[src/rtl/bus_pkg.sv]
// bus_pkg: shared bus-source count, source index map and arbiter state encoding
package bus_pkg;
  localparam int N_BUS_SRC = 32;
  typedef enum logic [1:0] {ST_IDLE = 2'd0, ST_GRANT = 2'd1, ST_TURN = 2'd2} state_e;
  localparam logic [4:0] SRC_R0     = 5'd0;
  localparam logic [4:0] SRC_R15    = 5'd15;
  localparam logic [4:0] SRC_HI     = 5'd16;
  localparam logic [4:0] SRC_LO     = 5'd17;
  localparam logic [4:0] SRC_ZHI    = 5'd18;
  localparam logic [4:0] SRC_ZLO    = 5'd19;
  localparam logic [4:0] SRC_PC     = 5'd20;
  localparam logic [4:0] SRC_MDR    = 5'd21;
  localparam logic [4:0] SRC_INPORT = 5'd22;
  localparam logic [4:0] SRC_CSIGN  = 5'd23;
  localparam logic [4:0] SRC_IR     = 5'd24;
endpackage

[src/rtl/rr_pick.sv]
// rr_pick: round-robin winner by rotate past ptr, find-first, un-rotate
module rr_pick
  import bus_pkg::*;
(
  input  logic [N_BUS_SRC-1:0] req,
  input  logic [4:0]           ptr,
  output logic [N_BUS_SRC-1:0] winner,
  output logic [4:0]           idx
);
  logic [N_BUS_SRC-1:0] rot;
  logic [4:0] off;
  always_comb begin
    rot = N_BUS_SRC'({req, req} >> ({1'b0, ptr} + 6'd1));
    off = '0;
    for (int i = N_BUS_SRC - 1; i >= 0; i--) if (rot[i]) off = 5'(i);
    idx = off + ptr + 5'd1;
    winner = |req ? N_BUS_SRC'(1) << idx : '0;
  end
endmodule

[src/rtl/bus_out_arbiter.sv]
// bus_out_arbiter: round-robin one-hot bus-out grant with hold timeout and turnaround
module bus_out_arbiter
  import bus_pkg::*;
#(
  parameter int N       = N_BUS_SRC,
  parameter int TIMEOUT = 16
)(
  input  logic         clk,
  input  logic         clr_n,
  input  logic [N-1:0] req,
  input  logic         done,
  output logic [N-1:0] grant,
  output logic         grant_valid,
  output logic         timeout_err
);
  localparam int CW = TIMEOUT > 0 ? $clog2(TIMEOUT + 1) : 1;
  localparam logic [CW-1:0] CNT_LAST = CW'(TIMEOUT - 1);
  state_e state_q, state_d;
  logic [N-1:0] grant_q, grant_d, win;
  logic [4:0] ptr_q, ptr_d, idx_q, idx_d, win_idx;
  logic [CW-1:0] cnt_q, cnt_d;
  logic to_q, to_d, hit, held, exit_c;
  rr_pick u_pick (.req(req), .ptr(ptr_q), .winner(win), .idx(win_idx));
  always_comb begin
    hit = (TIMEOUT != 0) && cnt_q == CNT_LAST;
    held = |(req & grant_q);
    exit_c = done || !held || hit;
    state_d = state_q;
    grant_d = grant_q;
    ptr_d = ptr_q;
    idx_d = idx_q;
    cnt_d = &cnt_q ? cnt_q : cnt_q + 1'b1;
    to_d = 1'b0;
    if (state_q == ST_GRANT) begin
      if (exit_c) begin
        state_d = ST_TURN;
        grant_d = '0;
        ptr_d = idx_q;
        to_d = hit && !done && held;
      end
    end else if (|req) begin
      state_d = ST_GRANT;
      grant_d = win;
      idx_d = win_idx;
      cnt_d = '0;
    end else begin
      state_d = ST_IDLE;
      grant_d = '0;
    end
  end
  always_ff @(posedge clk) begin
    if (!clr_n) begin
      state_q <= ST_IDLE;
      grant_q <= '0;
      ptr_q <= 5'(N - 1);
      idx_q <= '0;
      cnt_q <= '0;
      to_q <= 1'b0;
    end else begin
      state_q <= state_d;
      grant_q <= grant_d;
      ptr_q <= ptr_d;
      idx_q <= idx_d;
      cnt_q <= cnt_d;
      to_q <= to_d;
    end
  end
  assign grant = grant_q;
  assign grant_valid = |grant_q;
  assign timeout_err = to_q;
  a_onehot: assert property (@(posedge clk) disable iff (!clr_n) $onehot0(grant_q));
  a_valid: assert property (@(posedge clk) grant_valid == |grant_q);
  a_hold: assert property (@(posedge clk) disable iff (!clr_n)
    (state_q == ST_GRANT && !exit_c) |=> $stable(grant_q));
endmodule

[config.mk]
export PLATFORM = sky130hd
export DESIGN_NAME = bus_out_arbiter
export DESIGN_NICKNAME = d
export VERILOG_FILES = /design/src/rtl/bus_pkg.sv /design/src/rtl/rr_pick.sv /design/src/rtl/bus_out_arbiter.sv
export SDC_FILE = /design/constraint.sdc
export NUM_CORES = 1
export LEC_CHECK = 0
export CAP_MARGIN = 20
export CELL_PAD_IN_SITES_DETAIL_PLACEMENT = 1
export CELL_PAD_IN_SITES_GLOBAL_PLACEMENT = 1
export CORE_MARGIN = 5
export CORE_UTILIZATION = 31
export DETAILED_ROUTE_END_ITERATION = 10
export DONT_BUFFER_PORTS = 1
export HOLD_SLACK_MARGIN = 0.12
export PLACE_DENSITY_LB_ADDON = 0.1
export RECOVER_POWER = 25
export SLEW_MARGIN = 20
export SYNTH_ARGS = -nofsm -noshare
export SYNTH_HDL_FRONTEND = slang
export SYNTH_SLANG_ARGS = --single-unit
[constraint.sdc]
create_clock -name clk -period 6.3 [get_ports clk]
set_clock_uncertainty 0.2 [all_clocks]
set_input_delay 0.945 -clock clk [delete_from_list [all_inputs] [get_ports clk]]
set_output_delay 0.945 -clock clk [all_outputs]
set_load 0.02 [all_outputs]
# After elaboration in Yosys (flattened, before gate mapping)
# Index checks and enable logic that the tools add are counted.
# W data, S select, Z words.
[classes] eq_ne=3 multipliers=0 shift=2 div_mod_pow=0 bitwise=2 mux=41 magnitude_cmp=0 n_reduce_logical=13 n_addsub=4
[op_table] operator="$mux W5" n=35
[op_table] operator="$mux W32" n=3
[op_table] operator="$reduce_or A32 Y1" n=3
[op_table] operator="$shr A64 B6 Y32" n=1
[op_table] operator="$and A32 B32 Y32" n=1
[op_table] operator="$shl A1 B5 Y32 const A" n=1
[op_table] operator="$add A5 B1 Y5 const B" n=2
[op_table] operator="$add A5 B1 Y6 const B" n=1
[op_table] operator="$add A5 B5 Y5" n=1
[op_table] operator="$eq A5 B4 Y1 const B" n=1
[op_table] operator="$reduce_and A5 Y1" n=1
[op_table] operator="$mux W2" n=2
[op_table] operator="$reduce_and A2 Y1" n=2
[op_table] operator="$reduce_and A3 Y1" n=1
[op_table] operator="$eq A2 B1 Y1 const B" n=1
[op_table] operator="$logic_and A1 B1 Y1" n=2
[op_table] operator="$logic_not A1 Y1" n=2
[op_table] operator="$logic_or A1 B1 Y1" n=2
[op_table] operator="$ne A2 B2 Y1 const B" n=1
[op_table] operator="$mux W1" n=1
[op_table] operator="$not A1 Y1" n=1
[totals] mem_bits_rw=0 input_bits=35 output_inout_bits=34 reg_bits=50 n_memories=0 mem_bits_ro=0 elab_cells=71 latch_bits=0

# Longest topological paths before layout
[logic_depth] word_depth=39 mapped_depth=21

# Cells and area by module
# Synthesis repeated with hierarchy kept, for this count alone.
[unflattened] hier_cells=693 area_unflattened_um2=6877.8
[by_module_without_submodules] mod="rr_pick" area_per_inst_um2=4765.8 n_inst=1 seq_area_each_um2=0.0 cells_each=485
[by_module_without_submodules] mod="bus_out_arbiter" area_per_inst_um2=2112.0 n_inst=1 seq_area_each_um2=1001.0 cells_each=208

# Least setup slack after synthesis
# Ideal clock, no wire load.
[synth_timing] path_kind="input -> register" from="in req[3]" to="reg grant_q[29] (netlist: grant[29])" arrival_time_ps=4831 n_path_buf=2 setup_ps=123 path_stages=18 slack_ps=1146 path_cell_list="clkbuf_1 > mux4_2 > mux2_2 > or2_2 > a31o_2 > a2111o_1 > a211o_1 > a211oi_1 > a21oi_1 > ha_1 > inv_1 > fa_1 > a21o_1 > a21oi_1 > xnor2_1 > xor2_2 > buf_6 > o31ai_2"
[synth_between] elab_chain_len=38 elab_cells_between_ends=45 classes_between="2 x add/sub; 1 x eq/ne; 2 x shift; 34 x mux; 1 x bitwise; 5 x reduce/logical"
[synth_rtl] item="start, declared" line="bus_out_arbiter.sv:10" source="input logic [N-1:0] req,"
[synth_rtl] item="$shr A64 B6 Y32" line="rr_pick.sv:13" source="rot = N_BUS_SRC'({req, req} >> ({1'b0, ptr} + 6'd1));"
[synth_rtl] item="$mux W5 (32 in series)" line="rr_pick.sv:15" source="for (int i = N_BUS_SRC - 1; i >= 0; i--) if (rot[i]) off = 5'(i);"
[synth_rtl] item="$add A5 B5 Y5" line="rr_pick.sv:16" source="idx = off + ptr + 5'd1;"
[synth_rtl] item="$add A5 B1 Y5" line="rr_pick.sv:16"
[synth_rtl] item="$shl A1 B5 Y32" line="rr_pick.sv:17" source="winner = |req ? N_BUS_SRC'(1) << idx : '0;"
[synth_rtl] item="$mux W32" line="bus_out_arbiter.sv:41" source="end else if (|req) begin"
[synth_rtl] item="$mux W32" line="bus_out_arbiter.sv:34" source="if (state_q == ST_GRANT) begin"
[synth_rtl] item="end signal, assigned" line="bus_out_arbiter.sv:61" source="grant_q <= grant_d;"
[synth_rtl] item="end, declared" line="bus_out_arbiter.sv:19" source="logic [N-1:0] grant_q, grant_d, win;"
# Parallel ways exist; a longest one is shown, timed or not.
# A chain may end at the register's enable or synchronous reset.

# Worst setup path after layout
[layout_timing] from="reg ptr_q[1]" to="reg grant_q[9] (netlist: grant[9])"
[layout_between] elab_chain_len=39
[layout_rtl] item="start, declared" line="bus_out_arbiter.sv:20" source="logic [4:0] ptr_q, ptr_d, idx_q, idx_d, win_idx;"
[layout_rtl] item="start signal, assigned" line="bus_out_arbiter.sv:55" source="ptr_q <= 5'(N - 1);"
[layout_rtl] item="start signal, assigned" line="bus_out_arbiter.sv:62" source="ptr_q <= ptr_d;"
[layout_rtl] item="$add A5 B1 Y6" line="rr_pick.sv:13"
[layout_rtl] item="$shr A64 B6 Y32" line="rr_pick.sv:13"
[layout_rtl] item="$mux W5 (32 in series)" line="rr_pick.sv:15"
[layout_rtl] item="$add A5 B5 Y5 (*)" line="rr_pick.sv:16"
[layout_rtl] item="$add A5 B1 Y5 (*)" line="rr_pick.sv:16"
[layout_rtl] item="$shl A1 B5 Y32 (*)" line="rr_pick.sv:17"
[layout_rtl] item="$mux W32 (*)" line="bus_out_arbiter.sv:41"
[layout_rtl] item="$mux W32 (*)" line="bus_out_arbiter.sv:34"
# Every way passes the cells marked *; elsewhere a longest branch is shown, timed or not.

==> results.cfg <==
[finish]
final_cell_mix = 75 x nand2_1, 63 x mux4_2, 46 x dfxtp_1
final_nets = 615
areaGrowthSynthToFinish_pct = 4.81
mostFrequentLayoutCell = nand2_1
drive_gt1_share_pct = 27.0
antennaDiodeCount = 0

[clock_network]
cts_tree = built
cts.sinks = 50
numCtsBuffers = 5
cts_setup_buffers = 0
cts_hold_buffers = 0
cts_root_buf = clkbuf_16
clock_latency_ns = 0.29
post_cts_resized = 0
clk_pin_slew_worst_paths_ns = 0.07
cts_max_level = 2
clk_path_buf_depth = 2

[die]
core_area_mm2 = 0.0194
rows = 51
io_pins = 69
dieArea_mm2 = 0.0225
start_util_pct = 31.4
die_x_um = 150
die_y_um = 150

[global_routing]
antenna_found_initial = 0
grt-ovfl-total = 0
grt_pass1_wl_mm = 36.1
grt_use_total_pct = 20.9
grt_pass1_vias = 5440
grt_max_degree = 48

[hold_path]
min_from = idx_q[1]
min-delay-path-class = register to register
holdPathStages = 2
hold_end = idx_q[1]

[worst_setup_path]
worstReg2RegEnd = grant[9]
end_kind = register
required_ns = 6.23
critPathArrivalTime_ns = 5.88
reg2regPathDepth = 16
crit_type = register to register
rrSetupSlack_ns = 0.35
critPathLaunchType = register
critPathMaxFanout = 24
reg2reg_from = ptr_q[1]

[route]
routed_wl_mm = 23.6
vias = 5405
routedWlPerCell_um = 28.1
drt_first_pass_iters = 4
final_antenna_net_count = 0
drt_iter0_drc = 316
via_per_inst = 6.43
drc = 0

[power]
power_density_mw_per_mm2 = 700
leakage_nw = 2.32
irDropWorstVdd_uv = 417

[synth]
synth_area_leaders = mux4_2 23%, dfxtp_1 16%, mux2i_1 6.9%
synth_cell_types = 84
syn-cell-area_mm2 = 0.00608
syn_area_per_cell_um2 = 10.0
yosys_warnings = 0
synth_top_cell_by_area = mux4_2
async_reset_ff_share_pct = 0
synth_nets = 647
ys_seq_area_share_pct = 16.5
synth_edf_count = 0
synth-main-ff-cell = dfxtp_1
synthCells = 606
synth_top_area_share_pct = 23.3
ys_ff_latch = 50

[timing]
tightest_slew_ns = 0.905
rsz0062_at_grt = false
maxSlewHeadroom_pct = 39.3
fmax_mhz = 168
hold_viol = 0
min_period_ns = 5.95
setup_viol = 0
setup_ws_ns = 0.354
setup_tns_ns = 0
drv_slew = 0
fin_crit_sh_pct = 94.4

[place]
dp_slack_ns = 0.441
dp_hpwl_mm = 17.9
gp_congestion = 0.867
port_buffers = 0

[run]
drv_cap = 0

[run_status]
status = completed
registers in the layout, summed over array words and instances (netlist names):
signal       count
state_q          2
timeout_err      1
ptr_q            5
idx_q            5
grant           32
cnt_q            5
synth_stat cells (all sizes together) (4+ instances only):
library cell	number
nand2	76
mux4	75
dfxtp	50
mux2i	43
buf	29
clkbuf	28
mux2	25
o21ai	25
nor2	23
a22oi	20
a21oi	18
nor4	18
o31ai	18
nor3	12
o22ai	10
nand4	9
a211oi	8
and2	8
inv	8
a22o	7
nand2b	7
nand3	7
or2	6
ha	5
nor2b	5
o21bai	5
xnor2	5
a211o	4
a21o	4
power by group:
group	switching (W)	leakage [nW]	internal (W)	total, W
logic	0.00200	1.83	0.00146	0.00346
registers	0.000280	0.405	0.000404	0.000683
clock network	0.000125	0.0842	0.000188	0.000313
total	0.00241	2.32	0.00205	0.00446
cell type report:
type / count / area, um^2
Tap cell: 265 / 332
Sequential cell: 50 / 1010
Clock inverter: 3 / 43.8
Clock buffer: 5 / 125
Fill cell: 2201 / 13000
Multi-Input combinational cell: 489 / 4690
Inverter: 8 / 30.0
Timing Repair Buffer: 20 / 150
metrics by stage:
step | total power, W | hold WS (ns) | cells | instance area [um^2] | util, %
after floorplan | 0.00331 | 0.236 | 606 | 6080 | -
after global placement | 0.00410 | 0.252 | 832 | 6210 | 32.0
after detailed placement | 0.00414 | 0.257 | 832 | 6210 | 32.0
after CTS | 0.00447 | 0.270 | 840 | 6370 | 32.9
after global routing | 0.00477 | 0.303 | 840 | 6370 | 32.9
final | 0.00446 | 0.271 | 840 | 6370 | 32.9
logic make-up (layout without fill, tap and decap cells):
group | count (synthesis) | count (layout) | share of synthesized area [%]
and+or+nand+nor | 186 | 186 | 15.4
xor gates and xnor gates | 8 | 8 | 1.40
AOI/OAI and AO/OA | 146 | 146 | 18.5
DFF | 50 | 50 | 16.5
muxes | 143 | 143 | 40.3
adders and majority gates | 6 | 6 | 1.36
buffers and inverters | 67 | 36 | 6.58
worst max-delay path, cell delays in order, from the launching register on:
cell and delay [ns]:
dfxtp_2 0.76, mux4_1 0.75, a222oi_1 0.59, nor3_1 0.09, a2111oi_0 0.47, o21ai_0 0.17
a22oi_1 0.25, o21ai_0 0.11, a21oi_1 0.21, ha_1 0.18, inv_1 0.06, fa_1 0.43
a21o_1 0.17, a21oi_1 0.17, xnor2_1 0.18, xnor2_2 0.78, o31ai_1 0.20
how the worst max path moves through the flow:
stage,startpoint,to,cells after the start
after floorplan,req[3],grant[29],18
after global placement,req[26],grant[12],16
after detailed placement,req[26],grant[9],16
after CTS,ptr_q[1],grant[9],16
after global routing,ptr_q[1],grant[11],16
final,ptr_q[1],grant[9],16
routing by layer:
layer	wire length, um	part of all wire [%]	global-route usage [%]
met2	11000	47	34.2
met3	1630	6.9	4.18
met1	10600	45	29.2
met4	334	1.4	3.71
met5	0	0	0
(Power assumes the default switching activity.)
